## config.mk

```make
export PLATFORM = sky130hd
export DESIGN_NAME = mips_multicycle_control
export DESIGN_NICKNAME = d
export VERILOG_FILES = /design/src/rtl/mips_ctrl_pkg.sv /design/src/rtl/mips_ctrl_outdecode.sv /design/src/rtl/mips_multicycle_control.sv
export SDC_FILE = /design/constraint.sdc
export NUM_CORES = 1
export LEC_CHECK = 0
export BUFFER_PORTS_ARGS = -buffer_cell sky130_fd_sc_hd__buf_2
export CORE_UTILIZATION = 30
export CTS_CLUSTER_DIAMETER = 30
export DETAILED_ROUTE_END_ITERATION = 6
export GPL_ROUTABILITY_DRIVEN = 0
export SLEW_MARGIN = 5
export SYNTH_ARGS = -nofsm -noshare
export SYNTH_HDL_FRONTEND = slang
export SYNTH_SLANG_ARGS = --single-unit
```

## constraint.sdc

```tcl
create_clock -name clock -period 1.7 [get_ports clock]
set_input_delay 0.17 -clock clock [delete_from_list [all_inputs] [get_ports clock]]
set_output_delay 0.17 -clock clock [all_outputs]
set_load 0.01 [all_outputs]
```

## src/rtl/mips_ctrl_pkg.sv

```systemverilog
// rtl/mips_ctrl_pkg.sv - shared states, opcodes and datapath select encodings for the multicycle MIPS control
package mips_ctrl_pkg;

  typedef enum logic [3:0] {
    S_FETCH  = 4'd0,
    S_DECODE = 4'd1,
    S_MEMADR = 4'd2,
    S_MEMRD  = 4'd3,
    S_MEMWB  = 4'd4,
    S_MEMWR  = 4'd5,
    S_EXEC   = 4'd6,
    S_RWB    = 4'd7,
    S_BRANCH = 4'd8,
    S_JUMP   = 4'd9
  } state_t;

  localparam logic [5:0] OP_RTYPE = 6'd0;
  localparam logic [5:0] OP_LW    = 6'd35;
  localparam logic [5:0] OP_SW    = 6'd43;
  localparam logic [5:0] OP_BEQ   = 6'd4;
  localparam logic [5:0] OP_J     = 6'd2;

  localparam logic [1:0] ALUOP_ADD  = 2'b00;
  localparam logic [1:0] ALUOP_SUB  = 2'b01;
  localparam logic [1:0] ALUOP_FUNC = 2'b10;

  localparam logic [1:0] SRCB_REGB    = 2'b00;
  localparam logic [1:0] SRCB_FOUR    = 2'b01;
  localparam logic [1:0] SRCB_IMM     = 2'b10;
  localparam logic [1:0] SRCB_IMM_SL2 = 2'b11;

  localparam logic [1:0] PCSRC_ALU    = 2'b00;
  localparam logic [1:0] PCSRC_ALUOUT = 2'b01;
  localparam logic [1:0] PCSRC_JUMP   = 2'b10;

  typedef struct packed {
    logic       pc_write;
    logic       pc_write_cond;
    logic       i_or_d;
    logic       mem_read;
    logic       mem_write;
    logic       mem_to_reg;
    logic       ir_write;
    logic       alu_src_a;
    logic       reg_write;
    logic       reg_dst;
    logic [1:0] pc_source;
    logic [1:0] alu_op;
    logic [1:0] alu_src_b;
  } ctrl_t;

  function automatic logic op_supported(input logic [5:0] op);
    return (op == OP_RTYPE) || (op == OP_LW) || (op == OP_SW) ||
           (op == OP_BEQ)   || (op == OP_J);
  endfunction

endpackage

```

## src/rtl/mips_ctrl_outdecode.sv

```systemverilog
// rtl/mips_ctrl_outdecode.sv - combinational state to datapath strobe decode
module mips_ctrl_outdecode
  import mips_ctrl_pkg::*;
(
  input  state_t state,
  input  logic   mem_ready,
  output ctrl_t  ctrl
);

  always_comb begin
    ctrl = '0;
    case (state)
      S_FETCH: begin
        ctrl.mem_read  = 1'b1;
        ctrl.alu_src_b = SRCB_FOUR;
        ctrl.alu_op    = ALUOP_ADD;
        ctrl.pc_source = PCSRC_ALU;
        // IR and PC update only once the instruction word has actually arrived
        ctrl.ir_write  = mem_ready;
        ctrl.pc_write  = mem_ready;
      end
      S_DECODE: begin
        ctrl.alu_src_b = SRCB_IMM_SL2;
        ctrl.alu_op    = ALUOP_ADD;
      end
      S_MEMADR: begin
        ctrl.alu_src_a = 1'b1;
        ctrl.alu_src_b = SRCB_IMM;
        ctrl.alu_op    = ALUOP_ADD;
      end
      S_MEMRD: begin
        ctrl.mem_read = 1'b1;
        ctrl.i_or_d   = 1'b1;
      end
      S_MEMWR: begin
        ctrl.mem_write = 1'b1;
        ctrl.i_or_d    = 1'b1;
      end
      S_MEMWB: begin
        ctrl.reg_write  = 1'b1;
        ctrl.mem_to_reg = 1'b1;
      end
      S_EXEC: begin
        ctrl.alu_src_a = 1'b1;
        ctrl.alu_src_b = SRCB_REGB;
        ctrl.alu_op    = ALUOP_FUNC;
      end
      S_RWB: begin
        ctrl.reg_write = 1'b1;
        ctrl.reg_dst   = 1'b1;
      end
      S_BRANCH: begin
        ctrl.alu_src_a     = 1'b1;
        ctrl.alu_op        = ALUOP_SUB;
        ctrl.pc_write_cond = 1'b1;
        ctrl.pc_source     = PCSRC_ALUOUT;
      end
      S_JUMP: begin
        ctrl.pc_write  = 1'b1;
        ctrl.pc_source = PCSRC_JUMP;
      end
      default: ctrl = '0;
    endcase
  end

endmodule

```

## src/rtl/mips_multicycle_control.sv

```systemverilog
// rtl/mips_multicycle_control.sv - multicycle MIPS main control FSM with memory-ready stalls
module mips_multicycle_control
  import mips_ctrl_pkg::*;
(
  input  logic       clock,
  input  logic       reset_n,
  input  logic [5:0] Op,
  input  logic       Zero,
  input  logic       MemReady,
  output logic       PCWrite,
  output logic       PCWriteCond,
  output logic       IorD,
  output logic       MemRead,
  output logic       MemWrite,
  output logic       MemtoReg,
  output logic       IRWrite,
  output logic       ALUSrcA,
  output logic       RegWrite,
  output logic       RegDst,
  output logic [1:0] PCSource,
  output logic [1:0] ALUOp,
  output logic [1:0] ALUSrcB,
  output logic       IllegalOp,
  output logic [3:0] State
);

  state_t state;
  ctrl_t  dec;
  ctrl_t  ctrl;
  logic   unused_zero;

  // Zero only qualifies PCWriteCond, and that AND lives in the datapath
  assign unused_zero = Zero;

  always_ff @(posedge clock or negedge reset_n) begin
    if (!reset_n) begin
      state <= S_FETCH;
    end else begin
      case (state)
        S_FETCH:  if (MemReady) state <= S_DECODE;
        S_DECODE: begin
          case (Op)
            OP_RTYPE:     state <= S_EXEC;
            OP_LW, OP_SW: state <= S_MEMADR;
            OP_BEQ:       state <= S_BRANCH;
            OP_J:         state <= S_JUMP;
            default:      state <= S_FETCH;
          endcase
        end
        S_MEMADR: begin
          if (Op == OP_LW)      state <= S_MEMRD;
          else if (Op == OP_SW) state <= S_MEMWR;
          else                  state <= S_FETCH;
        end
        S_MEMRD:  if (MemReady) state <= S_MEMWB;
        S_MEMWR:  if (MemReady) state <= S_FETCH;
        S_EXEC:   state <= S_RWB;
        default:  state <= S_FETCH;
      endcase
    end
  end

  mips_ctrl_outdecode u_outdecode (
    .state     (state),
    .mem_ready (MemReady),
    .ctrl      (dec)
  );

  // Gating with reset_n kills FETCH's MemRead and any in-flight write the instant reset asserts
  assign ctrl = reset_n ? dec : '0;

  assign PCWrite     = ctrl.pc_write;
  assign PCWriteCond = ctrl.pc_write_cond;
  assign IorD        = ctrl.i_or_d;
  assign MemRead     = ctrl.mem_read;
  assign MemWrite    = ctrl.mem_write;
  assign MemtoReg    = ctrl.mem_to_reg;
  assign IRWrite     = ctrl.ir_write;
  assign ALUSrcA     = ctrl.alu_src_a;
  assign RegWrite    = ctrl.reg_write;
  assign RegDst      = ctrl.reg_dst;
  assign PCSource    = ctrl.pc_source;
  assign ALUOp       = ctrl.alu_op;
  assign ALUSrcB     = ctrl.alu_src_b;
  assign IllegalOp   = reset_n && (state == S_DECODE) && !op_supported(Op);
  assign State       = state;

endmodule

```

==> impl_metrics.ini <==
[run_status]
status = finished, final reports clean

[cts]
clk_pin_slew_worst_paths_ns = 0.03
cts_max_level = 1
cts_made_buffers = 3
insertion_delay_ns = 0.23
cts_sinks = 4
clk_path_buf_depth = 2
cts_tree = done
cts_root_buffer = clkbuf_4
post-cts-setup-buffers = 0

[floorplanning]
die_area_mm2 = 0.00170
initial_core_util_pct = 33.7
coreArea_mm2 = 0.00137
die_w_um = 41.2
rows = 13
ios = 31
fp.dieH_um = 41.2

[global_routing]
antenna_found_initial = 0
gr-total-overflow = 0
track_usage_pct = 15.7
grt_pass1_wl_mm = 1.75
grt_max_degree = 12
grt_pass1_vias = 420

[sta]
tns_ns = 0
min_period_ns = 1.57
max_slew_margin_pct = 78.5
setup_slack_ns = 0.135
tightest_slew_ns = 0.319
fin_worst_skew_ns = 0.00324
rsz0062_at_grt = no
hold_viol = 0
setup_violations = 0
period_share_pct = 92.1
slew_viol_final = 0
fmax_ghz = 0.639

[routing]
vias = 585
wl_met2_um = 558
wl_per_cell_um = 11.3
avgViaCountPerCell = 5.13
drtAntennaViolNets = 0
highest_layer = met3
drc = 0
met1_length_um = 641
dr_wl_met3_um = 90
drt_iter0_markers = 15
wirelength_mm = 1.29
first_pass_iters = 4

[synthesis]
ys_seq_elements = 4
ys_seq_area_share_pct = 21.7
postSynthAreaPerCell_um2 = 7.08
syn-cell-area_um2 = 460
synthCells = 65
syn_nets = 75
ys_warn_count = 0
ys_types = 26

[worst_setup_path]
path_max_fanout = 6
worst_path_largest_cell_delay_ns = 0.37
path_cells = nor2b_1 > nand2b_1 > nor4_1 > buf_2
cp_slowest_cell = dfrtp_1
arrival_ns = 1.40
crit_required_ns = 1.53
critPathLaunchType = flop
worstPathBufferInverterCount = 1
cpLargestDelayFamily = simple AND/OR/NAND/NOR gates
crit_type = flop to output pin
end_kind = output pin

[cells_and_area]
diodes = 0
nets = 111
drive_gt1_share_pct = 40.4
area_delta_synth_final_pct = 44.3
largest_register_ffs = 4
fin_area_um2 = 664

[placed_design]
dpl.hpwl_mm = 1.02
port_buffers = 29
dpl-instance-area_um2 = 632
dp_slack_ns = 0.248

[power_and_ir_drop]
p_sw_share_pct = 42.9
finalPower_uw = 610
internal_power_uw = 348
p_sw_uw = 261
p_leak_uw = 0.000364
seqPwrFrac_pct = 24.2
p_per_area_mw_per_mm2 = 918
vdd_drop_max_uv = 381
clkPwrFrac_pct = 18.4
pwr-share-comb_pct = 57.3

[min_path]
worstHoldPathType = primary input to flop

[job]
maxCapViolCount = 0
==> cells in the final DEF, fill, tap and decap left out <==
master	count
a21oi_1	3
a32o_1	2
and3_1	1
buf_2	29
buf_4	5
clkbuf_4	3
dfrtp_1	4
dlygate4sd3_1	1
inv_1	4
nand2_1	4
nand2b_1	2
nand3_1	2
nand3b_1	1
nor2_1	10
nor2b_1	2
nor3_1	7
nor3b_1	2
nor4_1	1
o21ai_0	5
o22ai_1	1
o311ai_1	1
o31ai_1	1
o41ai_1	1
o41ai_2	1
or2_2	1
or3_1	1
or4_4	1
xnor2_1	1
xor2_1	2
==> worst paths after layout <==
path                            startpoint  depth (start not counted)  slack (ns)        end
worst max-delay path              State[3]                          4        0.13  IllegalOp
worst min-delay path                 Op[5]                          3        0.27   State[3]
worst max register to register    State[0]                          4        0.41   State[2]
worst min register to register    State[3]                          2        0.58   State[0]
max in group asynchronous          reset_n                          2        1.19   State[3]
min in group asynchronous          reset_n                          2        0.34   State[0]
==> logic make-up after synthesis <==
| group | count (synthesis) | share of synthesized area, % |
|---|---|---|
| xor gates and xnor gates | 3 | 5.71 |
| AOI/OAI and AO/OA | 15 | 23.4 |
| and+or+nand+nor | 35 | 39.4 |
| DFF | 4 | 21.7 |
| buffers and inverters | 8 | 9.78 |
==> worst register-to-register path, stage by stage, from the launching register on <==
cell and delay [ns]:
dfrtp_1 0.48, buf_4 0.22, nor2_1 0.12, o21ai_0 0.10
a32o_1 0.26
==> metal layers <==
metal  vias up  track usage (%)
met3         0             4.89
met4         0             2.42
li1        302                -
met2        25             25.4
met1       258             20.6
met5         -                0
==> power by group through the flow <==
| stage | Clock (uW) | Sequential [uW] | Combinational, uW |
|---|---|---|---|
| 2_1_floorplan | 0 | 141 | 228 |
| 3_3_place_gp | 0 | 147 | 345 |
| 3_5_place_dp | 0 | 151 | 348 |
| 4_1_cts | 120 | 149 | 351 |
| 5_1_grt | 127 | 151 | 393 |
| 6_report | 112 | 148 | 350 |
==> cell type report <==
cell class | instances | area, um2
fill | 163 | 702
tap | 15 | 18.8
inverter | 4 | 15.0
sequential | 4 | 100
clock buffer | 3 | 22.5
timing repair buffer | 35 | 193
multi-input combinational | 53 | 315
==> cells in the mapped netlist <==
master	number	area, um2
xnor2_1	1	8.76
o41ai_2	1	16.3
inv_1	4	15.0
or3_1	1	6.26
nor4_1	1	6.26
nor3b_1	2	15.0
and3_1	1	6.26
a21oi_1	3	15.0
nand2_1	4	15.0
nor2b_1	2	12.5
nand3b_1	1	7.51
o22ai_1	1	6.26
o21ai_0	5	25.0
o311ai_1	1	8.76
nand2b_1	2	12.5
xor2_1	2	17.5
o41ai_1	1	8.76
o31ai_1	1	7.51
nor3_1	7	35.0
a32o_1	2	20.0
or2_2	1	6.26
nand3_1	2	10.0
or4_4	1	11.3
dfrtp_1	4	100
buf_4	4	30.0
nor2_1	10	37.5
==> metrics by stage <==
stage / utilization (%) / cells / hold slack [ns]
floorplan: - / 65 / -0.126
global placement: 46.2 / 110 / -0.00711
detailed placement: 46.2 / 110 / -0.00646
CTS: 48.6 / 114 / 0.255
global route: 48.6 / 114 / 0.266
finish: 48.6 / 114 / 0.267
==> what timing repair did <==
action / in CTS / in global routing
resized for setup: 0 / 0
hold buffers: 1 / 0
hold endpoints to repair: 4 / 0
No activity file was read; power rests on OpenSTA's default activity.
